File: src/rtl/execute_memory_stage_buffer_if.sv
// ---------------------------------------------------------------------------
// execute_memory_stage_buffer_if
//
// Bundles every signal that crosses the EX->MEM boundary: the execute-side
// valid/ready handshake with its payload, and the memory-side valid/ready
// handshake with the head-entry payload, plus the occupancy count.
//
// Modports:
//   slave  - the stage buffer itself (takes execute payload, drives memory
//            payload, valid_memory, ready_execute and occupancy)
//   master - the surrounding pipeline (execute drives its payload and
//            valid_execute, memory drives ready_memory)
// ---------------------------------------------------------------------------
interface execute_memory_stage_buffer_if #(
    parameter int SCALAR_W   = 16,
    parameter int VECTOR_W   = 128,
    parameter int REG_ADDR_W = 5,
    parameter int WB_SEL_W   = 2
);

    // Execute side
    logic                  valid_execute;
    logic                  ready_execute;
    logic                  wre_execute;
    logic                  vector_wre_execute;
    logic                  write_memory_enable_a_execute;
    logic                  write_memory_enable_b_execute;
    logic [WB_SEL_W-1:0]   select_writeback_data_mux_execute;
    logic [WB_SEL_W-1:0]   select_writeback_vector_data_mux_execute;
    logic [SCALAR_W-1:0]   ALUresult_in;
    logic [SCALAR_W-1:0]   srcA_execute;
    logic [SCALAR_W-1:0]   srcB_execute;
    logic [VECTOR_W-1:0]   ALUvectorResult_in;
    logic [VECTOR_W-1:0]   vector_srcB_execute;
    logic [REG_ADDR_W-1:0] rs1_execute;
    logic [REG_ADDR_W-1:0] rs2_execute;
    logic [REG_ADDR_W-1:0] rd_execute;

    // Memory side
    logic                  valid_memory;
    logic                  ready_memory;
    logic                  wre_memory;
    logic                  vector_wre_memory;
    logic                  write_memory_enable_a_memory;
    logic                  write_memory_enable_b_memory;
    logic [WB_SEL_W-1:0]   select_writeback_data_mux_memory;
    logic [WB_SEL_W-1:0]   select_writeback_vector_data_mux_memory;
    logic [SCALAR_W-1:0]   ALUresult_out;
    logic [SCALAR_W-1:0]   srcA_memory;
    logic [SCALAR_W-1:0]   srcB_memory;
    logic [VECTOR_W-1:0]   ALUvectorResult_out;
    logic [VECTOR_W-1:0]   vector_srcB_memory;
    logic [REG_ADDR_W-1:0] rs1_memory;
    logic [REG_ADDR_W-1:0] rs2_memory;
    logic [REG_ADDR_W-1:0] rd_memory;

    logic [1:0]            occupancy;

    modport slave (
        input  valid_execute,
        output ready_execute,
        input  wre_execute,
        input  vector_wre_execute,
        input  write_memory_enable_a_execute,
        input  write_memory_enable_b_execute,
        input  select_writeback_data_mux_execute,
        input  select_writeback_vector_data_mux_execute,
        input  ALUresult_in,
        input  srcA_execute,
        input  srcB_execute,
        input  ALUvectorResult_in,
        input  vector_srcB_execute,
        input  rs1_execute,
        input  rs2_execute,
        input  rd_execute,
        output valid_memory,
        input  ready_memory,
        output wre_memory,
        output vector_wre_memory,
        output write_memory_enable_a_memory,
        output write_memory_enable_b_memory,
        output select_writeback_data_mux_memory,
        output select_writeback_vector_data_mux_memory,
        output ALUresult_out,
        output srcA_memory,
        output srcB_memory,
        output ALUvectorResult_out,
        output vector_srcB_memory,
        output rs1_memory,
        output rs2_memory,
        output rd_memory,
        output occupancy
    );

    modport master (
        output valid_execute,
        input  ready_execute,
        output wre_execute,
        output vector_wre_execute,
        output write_memory_enable_a_execute,
        output write_memory_enable_b_execute,
        output select_writeback_data_mux_execute,
        output select_writeback_vector_data_mux_execute,
        output ALUresult_in,
        output srcA_execute,
        output srcB_execute,
        output ALUvectorResult_in,
        output vector_srcB_execute,
        output rs1_execute,
        output rs2_execute,
        output rd_execute,
        input  valid_memory,
        output ready_memory,
        input  wre_memory,
        input  vector_wre_memory,
        input  write_memory_enable_a_memory,
        input  write_memory_enable_b_memory,
        input  select_writeback_data_mux_memory,
        input  select_writeback_vector_data_mux_memory,
        input  ALUresult_out,
        input  srcA_memory,
        input  srcB_memory,
        input  ALUvectorResult_out,
        input  vector_srcB_memory,
        input  rs1_memory,
        input  rs2_memory,
        input  rd_memory,
        input  occupancy
    );

endinterface

File: src/rtl/execute_memory_stage_buffer.sv
// ---------------------------------------------------------------------------
// execute_memory_stage_buffer
//
// Two-entry elastic buffer sitting between the execute and memory stages.
// A head slot feeds the memory stage; a skid slot catches one extra entry
// when memory stalls, so ready_execute depends only on registered state and
// execute never has to recompute a result.
//
// Ports:
//   clk    - rising-edge clock for all state
//   reset  - synchronous, active-high; empties the buffer and zeroes both slots
//   flush  - synchronous kill of all buffered entries and the incoming entry
//   bus    - execute_memory_stage_buffer_if.slave: execute payload with
//            valid_execute/ready_execute, memory payload with
//            valid_memory/ready_memory, and the 2-bit occupancy count
// ---------------------------------------------------------------------------
module execute_memory_stage_buffer #(
    parameter int SCALAR_W   = 16,
    parameter int VECTOR_W   = 128,
    parameter int REG_ADDR_W = 5,
    parameter int WB_SEL_W   = 2
) (
    input  logic                          clk,
    input  logic                          reset,
    input  logic                          flush,
    execute_memory_stage_buffer_if.slave  bus
);

    // Encodings double as the occupancy count.
    typedef enum logic [1:0] {
        EMPTY = 2'd0,
        ONE   = 2'd1,
        TWO   = 2'd2
    } state_t;

    typedef struct packed {
        logic                  wre;
        logic                  vector_wre;
        logic                  mem_en_a;
        logic                  mem_en_b;
        logic [WB_SEL_W-1:0]   sel_wb;
        logic [WB_SEL_W-1:0]   sel_vector_wb;
        logic [SCALAR_W-1:0]   alu_result;
        logic [SCALAR_W-1:0]   src_a;
        logic [SCALAR_W-1:0]   src_b;
        logic [VECTOR_W-1:0]   alu_vector_result;
        logic [VECTOR_W-1:0]   vector_src_b;
        logic [REG_ADDR_W-1:0] rs1;
        logic [REG_ADDR_W-1:0] rs2;
        logic [REG_ADDR_W-1:0] rd;
    } entry_t;

    state_t state_q, state_d;
    entry_t head_q, head_d;
    entry_t skid_q, skid_d;
    entry_t incoming;

    logic accept;
    logic pop;
    logic valid_head;
    logic ready_in;

    // Gather the execute-side payload into one entry.
    always_comb begin
        incoming.wre               = bus.wre_execute;
        incoming.vector_wre        = bus.vector_wre_execute;
        incoming.mem_en_a          = bus.write_memory_enable_a_execute;
        incoming.mem_en_b          = bus.write_memory_enable_b_execute;
        incoming.sel_wb            = bus.select_writeback_data_mux_execute;
        incoming.sel_vector_wb     = bus.select_writeback_vector_data_mux_execute;
        incoming.alu_result        = bus.ALUresult_in;
        incoming.src_a             = bus.srcA_execute;
        incoming.src_b             = bus.srcB_execute;
        incoming.alu_vector_result = bus.ALUvectorResult_in;
        incoming.vector_src_b      = bus.vector_srcB_execute;
        incoming.rs1               = bus.rs1_execute;
        incoming.rs2               = bus.rs2_execute;
        incoming.rd                = bus.rd_execute;
    end

    // Handshake terms; ready_in uses registered state only, which keeps
    // ready_memory out of the execute-side ready path.
    assign valid_head = (state_q != EMPTY);
    assign ready_in   = (state_q != TWO);
    assign accept     = bus.valid_execute & ready_in & ~flush;
    assign pop        = valid_head & bus.ready_memory;

    // Next-state and slot-update logic. Flush overrides everything; slot
    // contents are left alone because an empty buffer never shows them.
    always_comb begin
        state_d = state_q;
        head_d  = head_q;
        skid_d  = skid_q;
        if (flush) begin
            state_d = EMPTY;
        end else begin
            unique case (state_q)
                EMPTY: begin
                    if (accept) begin
                        state_d = ONE;
                        head_d  = incoming;
                    end
                end
                ONE: begin
                    if (accept && pop) begin
                        head_d = incoming;
                    end else if (accept) begin
                        state_d = TWO;
                        skid_d  = incoming;
                    end else if (pop) begin
                        state_d = EMPTY;
                    end
                end
                TWO: begin
                    if (pop) begin
                        state_d = ONE;
                        head_d  = skid_q;
                    end
                end
                default: begin
                    state_d = EMPTY;
                end
            endcase
        end
    end

    // State and slot registers; reset wins over flush and clears both slots.
    always_ff @(posedge clk) begin
        if (reset) begin
            state_q <= EMPTY;
            head_q  <= '0;
            skid_q  <= '0;
        end else begin
            state_q <= state_d;
            head_q  <= head_d;
            skid_q  <= skid_d;
        end
    end

    // Side-effecting controls are masked during a bubble so a stale head
    // entry can never write; data fields simply show the last head contents.
    assign bus.ready_execute                = ready_in;
    assign bus.valid_memory                 = valid_head;
    assign bus.occupancy                    = state_q;
    assign bus.wre_memory                   = head_q.wre        & valid_head;
    assign bus.vector_wre_memory            = head_q.vector_wre & valid_head;
    assign bus.write_memory_enable_a_memory = head_q.mem_en_a   & valid_head;
    assign bus.write_memory_enable_b_memory = head_q.mem_en_b   & valid_head;

    assign bus.select_writeback_data_mux_memory        = head_q.sel_wb;
    assign bus.select_writeback_vector_data_mux_memory = head_q.sel_vector_wb;
    assign bus.ALUresult_out                           = head_q.alu_result;
    assign bus.srcA_memory                             = head_q.src_a;
    assign bus.srcB_memory                             = head_q.src_b;
    assign bus.ALUvectorResult_out                     = head_q.alu_vector_result;
    assign bus.vector_srcB_memory                      = head_q.vector_src_b;
    assign bus.rs1_memory                              = head_q.rs1;
    assign bus.rs2_memory                              = head_q.rs2;
    assign bus.rd_memory                               = head_q.rd;

endmodule

File: src/flat_wrapper.sv
// flat-port wrapper written by rule: the top's interface ports become plain ports
module execute_memory_stage_buffer_flat 
#(
    parameter int SCALAR_W   = 16,
    parameter int VECTOR_W   = 128,
    parameter int REG_ADDR_W = 5,
    parameter int WB_SEL_W   = 2
)
  (clk, reset, flush, bus_valid_execute, bus_ready_execute, bus_wre_execute, bus_vector_wre_execute, bus_write_memory_enable_a_execute, bus_write_memory_enable_b_execute, bus_select_writeback_data_mux_execute, bus_select_writeback_vector_data_mux_execute, bus_ALUresult_in, bus_srcA_execute, bus_srcB_execute, bus_ALUvectorResult_in, bus_vector_srcB_execute, bus_rs1_execute, bus_rs2_execute, bus_rd_execute, bus_valid_memory, bus_ready_memory, bus_wre_memory, bus_vector_wre_memory, bus_write_memory_enable_a_memory, bus_write_memory_enable_b_memory, bus_select_writeback_data_mux_memory, bus_select_writeback_vector_data_mux_memory, bus_ALUresult_out, bus_srcA_memory, bus_srcB_memory, bus_ALUvectorResult_out, bus_vector_srcB_memory, bus_rs1_memory, bus_rs2_memory, bus_rd_memory, bus_occupancy);
  execute_memory_stage_buffer_if #(.SCALAR_W(SCALAR_W), .VECTOR_W(VECTOR_W), .REG_ADDR_W(REG_ADDR_W), .WB_SEL_W(WB_SEL_W)) bus_i ();
  input  logic clk;
  input  logic reset;
  input  logic flush;
  input wire logic [$bits(bus_i.valid_execute)-1:0] bus_valid_execute;
  output wire logic [$bits(bus_i.ready_execute)-1:0] bus_ready_execute;
  input wire logic [$bits(bus_i.wre_execute)-1:0] bus_wre_execute;
  input wire logic [$bits(bus_i.vector_wre_execute)-1:0] bus_vector_wre_execute;
  input wire logic [$bits(bus_i.write_memory_enable_a_execute)-1:0] bus_write_memory_enable_a_execute;
  input wire logic [$bits(bus_i.write_memory_enable_b_execute)-1:0] bus_write_memory_enable_b_execute;
  input wire logic [$bits(bus_i.select_writeback_data_mux_execute)-1:0] bus_select_writeback_data_mux_execute;
  input wire logic [$bits(bus_i.select_writeback_vector_data_mux_execute)-1:0] bus_select_writeback_vector_data_mux_execute;
  input wire logic [$bits(bus_i.ALUresult_in)-1:0] bus_ALUresult_in;
  input wire logic [$bits(bus_i.srcA_execute)-1:0] bus_srcA_execute;
  input wire logic [$bits(bus_i.srcB_execute)-1:0] bus_srcB_execute;
  input wire logic [$bits(bus_i.ALUvectorResult_in)-1:0] bus_ALUvectorResult_in;
  input wire logic [$bits(bus_i.vector_srcB_execute)-1:0] bus_vector_srcB_execute;
  input wire logic [$bits(bus_i.rs1_execute)-1:0] bus_rs1_execute;
  input wire logic [$bits(bus_i.rs2_execute)-1:0] bus_rs2_execute;
  input wire logic [$bits(bus_i.rd_execute)-1:0] bus_rd_execute;
  output wire logic [$bits(bus_i.valid_memory)-1:0] bus_valid_memory;
  input wire logic [$bits(bus_i.ready_memory)-1:0] bus_ready_memory;
  output wire logic [$bits(bus_i.wre_memory)-1:0] bus_wre_memory;
  output wire logic [$bits(bus_i.vector_wre_memory)-1:0] bus_vector_wre_memory;
  output wire logic [$bits(bus_i.write_memory_enable_a_memory)-1:0] bus_write_memory_enable_a_memory;
  output wire logic [$bits(bus_i.write_memory_enable_b_memory)-1:0] bus_write_memory_enable_b_memory;
  output wire logic [$bits(bus_i.select_writeback_data_mux_memory)-1:0] bus_select_writeback_data_mux_memory;
  output wire logic [$bits(bus_i.select_writeback_vector_data_mux_memory)-1:0] bus_select_writeback_vector_data_mux_memory;
  output wire logic [$bits(bus_i.ALUresult_out)-1:0] bus_ALUresult_out;
  output wire logic [$bits(bus_i.srcA_memory)-1:0] bus_srcA_memory;
  output wire logic [$bits(bus_i.srcB_memory)-1:0] bus_srcB_memory;
  output wire logic [$bits(bus_i.ALUvectorResult_out)-1:0] bus_ALUvectorResult_out;
  output wire logic [$bits(bus_i.vector_srcB_memory)-1:0] bus_vector_srcB_memory;
  output wire logic [$bits(bus_i.rs1_memory)-1:0] bus_rs1_memory;
  output wire logic [$bits(bus_i.rs2_memory)-1:0] bus_rs2_memory;
  output wire logic [$bits(bus_i.rd_memory)-1:0] bus_rd_memory;
  output wire logic [$bits(bus_i.occupancy)-1:0] bus_occupancy;
  assign bus_i.valid_execute = bus_valid_execute;
  assign bus_ready_execute = bus_i.ready_execute;
  assign bus_i.wre_execute = bus_wre_execute;
  assign bus_i.vector_wre_execute = bus_vector_wre_execute;
  assign bus_i.write_memory_enable_a_execute = bus_write_memory_enable_a_execute;
  assign bus_i.write_memory_enable_b_execute = bus_write_memory_enable_b_execute;
  assign bus_i.select_writeback_data_mux_execute = bus_select_writeback_data_mux_execute;
  assign bus_i.select_writeback_vector_data_mux_execute = bus_select_writeback_vector_data_mux_execute;
  assign bus_i.ALUresult_in = bus_ALUresult_in;
  assign bus_i.srcA_execute = bus_srcA_execute;
  assign bus_i.srcB_execute = bus_srcB_execute;
  assign bus_i.ALUvectorResult_in = bus_ALUvectorResult_in;
  assign bus_i.vector_srcB_execute = bus_vector_srcB_execute;
  assign bus_i.rs1_execute = bus_rs1_execute;
  assign bus_i.rs2_execute = bus_rs2_execute;
  assign bus_i.rd_execute = bus_rd_execute;
  assign bus_valid_memory = bus_i.valid_memory;
  assign bus_i.ready_memory = bus_ready_memory;
  assign bus_wre_memory = bus_i.wre_memory;
  assign bus_vector_wre_memory = bus_i.vector_wre_memory;
  assign bus_write_memory_enable_a_memory = bus_i.write_memory_enable_a_memory;
  assign bus_write_memory_enable_b_memory = bus_i.write_memory_enable_b_memory;
  assign bus_select_writeback_data_mux_memory = bus_i.select_writeback_data_mux_memory;
  assign bus_select_writeback_vector_data_mux_memory = bus_i.select_writeback_vector_data_mux_memory;
  assign bus_ALUresult_out = bus_i.ALUresult_out;
  assign bus_srcA_memory = bus_i.srcA_memory;
  assign bus_srcB_memory = bus_i.srcB_memory;
  assign bus_ALUvectorResult_out = bus_i.ALUvectorResult_out;
  assign bus_vector_srcB_memory = bus_i.vector_srcB_memory;
  assign bus_rs1_memory = bus_i.rs1_memory;
  assign bus_rs2_memory = bus_i.rs2_memory;
  assign bus_rd_memory = bus_i.rd_memory;
  assign bus_occupancy = bus_i.occupancy;
  execute_memory_stage_buffer #(.SCALAR_W(SCALAR_W), .VECTOR_W(VECTOR_W), .REG_ADDR_W(REG_ADDR_W), .WB_SEL_W(WB_SEL_W)) u_core (.clk(clk), .reset(reset), .flush(flush), .bus(bus_i));
endmodule
File: config.mk
export PLATFORM = sky130hd
export DESIGN_NAME = execute_memory_stage_buffer_flat
export DESIGN_NICKNAME = d
export VERILOG_FILES = /design/src/rtl/execute_memory_stage_buffer_if.sv /design/src/rtl/execute_memory_stage_buffer.sv /design/src/flat_wrapper.sv
export SDC_FILE = /design/constraint.sdc
export NUM_CORES = 1
export LEC_CHECK = 0
export CORE_MARGIN = 2
export CORE_UTILIZATION = 40
export CTS_BUF_LIST = sky130_fd_sc_hd__clkbuf_8
export CTS_CLUSTER_SIZE = 40
export DETAILED_ROUTE_END_ITERATION = 7
export HOLD_SLACK_MARGIN = 0.08
export MAX_ROUTING_LAYER = met4
export PLACE_DENSITY = 0.75
export SETUP_SLACK_MARGIN = 0.4
export SYNTH_ARGS = -nofsm -noshare
export SYNTH_HDL_FRONTEND = slang
export SYNTH_SLANG_ARGS = --single-unit
File: constraint.sdc
create_clock -name clk -period 2.5 [get_ports clk]
set_clock_uncertainty 0.2 [all_clocks]
set_input_delay 0.75 -clock clk [delete_from_list [all_inputs] [get_ports clk]]
set_output_delay 0.75 -clock clk [all_outputs]
set_load 0.02 [all_outputs]
==> results of run 1 <==
how the worst max path moves through the flow:
stage,endpoint,slack [ns],cells past startpoint
after global placement,u_core.bus.ALUvectorResult_out[45],-0.32,7
after global routing,bus_write_memory_enable_a_memory,-0.008,3
after CTS,bus_write_memory_enable_a_memory,0.03,3
final,bus_write_memory_enable_a_memory,0.05,3
after detailed placement,u_core.bus.ALUvectorResult_out[43],-0.35,7
after floorplan,u_core.skid_q[15],0.33,8
cells in the final DEF, fill, tap and decap left out, types with 3 or more instances in the layout:
master           Yosys  routed
dfxtp_4              0       7
clkbuf_16            0      28
clkbuf_8             0     142
mux2i_2              0       6
mux2i_1            327     318
buf_8                0      18
o21ai_1              2      18
nand2_1            655     655
nor2b_1              5       3
o21ai_2              0       5
buf_16               0      10
bufinv_16            0       3
or3_1              328     267
a21oi_1            655     588
buf_12               0      52
buf_6               36     220
inv_1                1      39
dfxtp_1            656     465
dlygate4sd2_1        0     132
mux2i_4              0       3
a21oi_2              1      67
clkdlybuf4s50_1      0     329
dfxtp_2              0     184
diode_2              0      16
buf_4              326     126
o21ai_0            325     304
clkinv_2             0      11
or3_4                0      61
where the power goes:
group	switching (uW)	internal [uW]	leakage (uW)	total, uW
Combinational	1670	1640	0.0106	3300
Clock	4470	5430	0.00135	9900
Sequential	213	10800	0.00541	11000
timing repair:
action	CTS	global route
buffers inserted	5	51
gates resized for setup	1063	738
hold buffers	1	0
endpoints found under the hold margin	1	0
gates cloned	0	36
endpoints found under the setup margin	552	824
pin swaps	1	113
kinds of logic after synthesis:
family	count (synthesis)	share of synthesized area
buf+inv	652	0.1334
compound gates	985	0.1650
mux	327	0.1093
simple gates	998	0.1537
flops	656	0.4386
critical path, delay by kind of cell (launching register included):
family | cells | cell delay [ns]
DFF | 1 | 0.36
and+or+nand+nor | 2 | 0.25
buffers and inverters | 1 | 0.18
per-layer routing:
metal | track usage | up-vias
li1 | - | 12827
met1 | 0.2625 | 12591
met2 | 0.3519 | 996
met3 | 0.04691 | 248
met4 | 0.1146 | 0
met5 | - | -
flip-flops by register name, indices dropped and copies added, names as in the netlist:
signal,count
u_core.bus.occupancy,2
u_core.bus.select_writeback_data_mux_memory,2
u_core.bus.srcB_memory,16
u_core.bus.select_writeback_vector_data_mux_memory,2
u_core.head_q,4
u_core.bus.rs1_memory,5
u_core.bus.rd_memory,5
u_core.bus.vector_srcB_memory,128
u_core.bus.ALUvectorResult_out,128
u_core.bus.rs2_memory,5
u_core.skid_q,327
u_core.bus.ALUresult_out,16
u_core.bus.srcA_memory,16
stage by stage:
step	total power (uW)	hold WS (ns)	TNS, ns	util
floorplan	12750	0.2312	0	-
detailed placement	14060	0.2423	-148.86	0.4802
global route	25090	0.1443	-0.01485	0.5470
CTS	23840	0.1383	0	0.5127
finish	24190	0.1982	0	0.5470
global placement	14020	0.2370	-142.02	0.4802
layout make-up:
cell class | count | share of cell area
Sequential cell | 656 | 0.3293
Clock buffer | 142 | 0.04807
Timing Repair Buffer | 917 | 0.2504
Antenna cell | 16 | 0.0009848
Clock inverter | 60 | 0.009356
Tap cell | 969 | 0.02982
Multi-Input combinational cell | 2310 | 0.3320
Inverter | 1 | 0.00009232
==> out/results.ini, run 1 <==
[yosys]
netlist_top_cells_count=dfxtp_1, a21oi_1, nand2_1
synth_ff_type=dfxtp_1
synth_largest_type_area_fraction=0.4386
syn-instance-count=3618
yosys_warnings=0
async_flop_share=0
distinct_cells_synth=22
synth_sequential_area_ratio=0.4386
synth_nets=3950
synth_top_area_cell=dfxtp_1
synth-seq-cells=656
synth.cell_area_um2=29940
synth_enable_flop_cells=0
synth_top_cells_by_area=dfxtp_1, a21oi_1, mux2i_1
synth_most_common_cell=dfxtp_1
average_size_of_a_mapped_cell_um2=8.275

[global_route]
globalRouteTotalUtil=0.2208
grt_antenna_before_repair=16
via_count_of_the_first_global_routing_pass=24394
global_route_overflow=0
grt_start_max_net_pins=69
grt_first_pass_wirelength_um=133500

[placement]
hpwlAfterDp_um=60410
place_worst_setup_slack_ns=-0.3473
gp_weighted_congestion=0.8549
dpl.cell_count=4760
placed_cell_area_um2=35690
io_buffers=662

[timing]
finalSetupViolCount=0
max_freq_ghz=0.4077
final-hold-violation-count=0
post-route-worst-setup-slack_ns=0.04697
post-route-period-util=0.9812
timing.slew.headroom=0.6415
unrepaired_setup_endpoints_after_global_routing=yes
tightestPinTransition_ns=0.5377
finalMaxSlewViolations=0
post-route-min-period_ns=2.453

[setup_path]
crit_path_max_fanout=5
crit_type=flip-flop to primary output
rr_endpoint=u_core.bus.vector_srcB_memory[1]
timing.critical_path.cells=nor2_4 -> nor2b_1 -> buf_4
critical_path_launch_point=u_core.bus.occupancy[0]
worst_setup_path_start_kind=flip-flop
critical-path-slowest-cell=dfxtp_2
worst-r2r-cell-count=12
rrSetupSlack_ns=0.07
required_ns=1.55
critPathArrivalTime_ns=1.50
critical_path.reg2reg.startpoint=u_core.bus.occupancy[0]
crit_path_max_incr_delay_ns=0.36
end_kind=primary output

[hold_path]
worst_min_delay_path_endpoint=u_core.bus.ALUvectorResult_out[0]
worstHoldStart=reset
worst_min_delay_path_class=input port to flip-flop
min_path_cells=2

[cells_and_area]
multiInputGateArea_um2=13500
area.sequential_um2=13390
layout-area-overhead-vs-synth_pct=35.79
design.final.nets=4327
num-fill-cells=6400
post_route_cells_drive_above_1_share=0.2347
finalNonFillerCells=5071
finalInstanceArea_um2=40660

[clock_network]
cts_max_level=3
number_of_clock_buffers_inserted_by_tritoncts=109
clkSinkCount=656
maximum_clock_path_buffer_count=3
clk_pin_slew_worst_paths_ns=0.06
cts_root_buffer=clkbuf_8
tritoncts_clock_tree=built
clock_insertion_delay_worst_skew_ns=0.72

[pwr]
total_leakage_power_uw=0.01737
power-per-cell-area_nw_per_um2=595.1
ir_worst_vdd_mv=0.4579

[drt]
top_signal_layer_used=met4
drc_errors=0
dr_wl_met2_um=46280
wl_um=96610
detailroute.via_count=26662
wl_per_cell_um=19.05
dr.first_iter.drc_count=1901
m1WireLength_um=39600
detail-route-antenna-nets=0
drt_first_pass_iters=5
vias_per_cell=5.258
wl_met3_um=6256

[floorplan]
floorplan.initialDensity=0.4028
floorplan.die_area_um2=77050
die_height_um=277.6
dieWidth_um=277.6
placementRows=100
top_level_ports=663
core_area_um2=74320

[status]
status=finished clean

[run]
maxCapViolCount=0

Note: power is estimated with default switching activity, not from simulation.
==> run 2, diff against run 1 <==
Settings changed: CAP_MARGIN set to 20.
==> results of run 2 <==
The final DEF is identical to that of run 1; final timing and power are the same.
==> RTL change: new RTL, config.mk and constraints of run 2 <==
`VECTOR_W` is set to 128 in 3 places; all go to 64.
--- a/src/rtl/execute_memory_stage_buffer_if.sv
+++ b/src/rtl/execute_memory_stage_buffer_if.sv
@@ -15,3 +15,3 @@
     parameter int SCALAR_W   = 16,
-    parameter int VECTOR_W   = 128,
+    parameter int VECTOR_W   = 64,
     parameter int REG_ADDR_W = 5,
--- a/src/rtl/execute_memory_stage_buffer.sv
+++ b/src/rtl/execute_memory_stage_buffer.sv
@@ -18,3 +18,3 @@
     parameter int SCALAR_W   = 16,
-    parameter int VECTOR_W   = 128,
+    parameter int VECTOR_W   = 64,
     parameter int REG_ADDR_W = 5,
--- a/src/flat_wrapper.sv
+++ b/src/flat_wrapper.sv
@@ -4,3 +4,3 @@
     parameter int SCALAR_W   = 16,
-    parameter int VECTOR_W   = 128,
+    parameter int VECTOR_W   = 64,
     parameter int REG_ADDR_W = 5,
Interface: changed (resized bus_ALUvectorResult_in, bus_ALUvectorResult_out, bus_vector_srcB_execute and bus_vector_srcB_memory); port bits go from 663 to 407. The function was not compared with the original's and may differ.
==> RTL change against run 2 <==
Wire length shrank 44%. Register-to-register slack gained 0.33 ns. Via count shrank 38%. Synthesized cell count shrank 38%. Total power shrank 40%. Fmax is essentially flat. Sequential cell count shrank 256. First-iteration DRC count shrank 51%. Sequential power shrank 39%. Setup slack lost 0.0015 ns. Synthesized area shrank 35%. Final area shrank 39%. Global-route usage shrank 1.5 points. Largest cell class unchanged.
==> RTL change: results (changes against run 2) <==
[power]
p_leak_nw=10.5  ; -39%
irDropWorstVdd_mv=0.598  ; +31%

[global_routing]
grt_antenna_before_repair=7  ; -9
grt_pass1_wl_mm=82.3  ; -38%
grt_max_degree=153  ; +120%
grtUsageTotal_pct=20.6  ; -1.5 points

[cells_and_area]
nNonClkInverters=1  ; unchanged
layout.area.seq_um2=8240  ; -38%
regMostFlops=u_core.skid_q
multi_input_gates=1414  ; -39%
n_fill_cell=4198  ; -34%
nNonClkBuffers=497  ; -46%
antenna_cells=8  ; -8
multi_input_area_share_pct=36.1  ; +2.9 points
clock_area_share_pct=5.37  ; -0.38 points
largest_reg_flops=199  ; -39%
fin_nets=2590  ; -40%
drive_gt1_share_pct=25.5  ; +2.1 points
nClkBuffers=86  ; -39%
final-nonclk-buf-share_pct=22.0  ; -3.0 points

[yosys]
synthMuxAreaShare_pct=10.2  ; -0.73 points
yosys-top-cells-area=dfxtp_1 (41%), mux2i_1 (10%), o41ai_1 (8.9%), nand2_1 (7.7%), buf_4 (7.6%)
synth_compound_area_share_pct=19.3  ; +2.8 points
synthDistinctLibCells=25  ; +14%
synth-seq-cells=400  ; -39%
avgSynthCellArea_um2=8.75  ; +5.7%
synth_xor_xnor_area_share_pct=0  ; unchanged
synthFlopType=dfxtp_1
seq_area_frac_synth_pct=41.0  ; -2.8 points
ys.warnings.count=0  ; unchanged
async_flop_share_pct=0  ; unchanged
syn_nets=2436  ; -38%
synth_common_cells=dfxtp_1 (400), nand2_1 (399), nor2b_1 (203), a21oi_1 (200)

[drt]
routed_wl_mm=54.1  ; -44%
dr.pass1.iters=7  ; +2
met3_length_mm=3.56  ; -43%
wl_met2_mm=26.3  ; -43%
wl_met1_mm=22.6  ; -43%
drt_iter0_drc=938  ; -51%
route.vias.total=16400  ; -38%

[place]
portBuffers=406  ; -39%
placed_area_um2=22500  ; -37%
finalWeightedCongestion=0.795  ; -7.1%
hpwl_mm=33.9  ; -44%

[cts]
clockRootBuffer=clkbuf_8
worstSkewPairLatency_ns=0.65  ; -0.07 ns
htreeDepth=3  ; unchanged
cts-resized-gates=1217  ; +14%
post-cts-setup-buffers=5  ; unchanged
cts_buffer_depth=3  ; unchanged
cts-buffers-inserted=72  ; -34%
clk_pin_slew_ns=0.06  ; about the same

[timing]
relSlewSlack_pct=51.6  ; -13 points

[status]
status=completed

[setup_path]
cp_max_fo=5  ; unchanged

[hold_path]
hold_path.class=flop to flop

RTL change: changes by cell type in the layout (fill, tap and decap cells not counted), moves of 129 or more:
cell,before,now
nor2b_1,3,201
dfxtp_1,465,218
or3_1,267,0
nand2_1,655,399
clkdlybuf4s50_1,329,200
dlygate4sd2_1,132,0
o21ai_0,304,172
o41ai_1,0,160
a21oi_1,588,200
RTL change: critical path: stages (launching register included):
cell and delay [ns]:
dfxtp_2 0.33, buf_4 0.15, nand2b_4 0.23, buf_6 0.16
RTL change: where the power goes:
part	switching, W	internal (W)
Clock	0.00267	0.00317
Sequential	0.000133	0.00660
Combinational	0.00102	0.000974
RTL change: path summary, 6_finish.rpt:
kind | startpoint | end | slack [ns] | cells past startpoint
worst min register to register | u_core.skid_q[56]$_SDFFE_PP0P_ | u_core.skid_q[56]$_SDFFE_PP0P_ | 0.25 | 2
worst max register to register | u_core.bus.occupancy[0]$_SDFFE_PP0P_ | u_core.head_q[195]$_SDFFE_PP0P_ | 0.40 | 5
worst min-delay path | u_core.skid_q[56]$_SDFFE_PP0P_ | u_core.skid_q[56]$_SDFFE_PP0P_ | 0.25 | 2
worst max-delay path | u_core.bus.occupancy[0]$_SDFFE_PP0P_ | bus_ready_execute | 0.05 | 3
RTL change: through the flow:
step,cells,util (%),setup TNS [ns],worst slack [ns]
2_1_floorplan,2232,-,0,0.401
3_3_place_gp,2918,46.9,-32.23,-0.151
3_5_place_dp,2918,46.9,-53.67,-0.216
4_1_cts,3040,50.5,-0.0639,-0.0235
5_1_grt,3051,51.6,-0.0867,-0.0221
6_report,3052,51.6,0,0.0455
RTL change: metal layers:
metal	vias to the layer above	track usage (%)
li1	7905	-
met1	7943	24.4
met2	477	32.9
met3	97	5.42
met4	0	9.12
met5	-	-
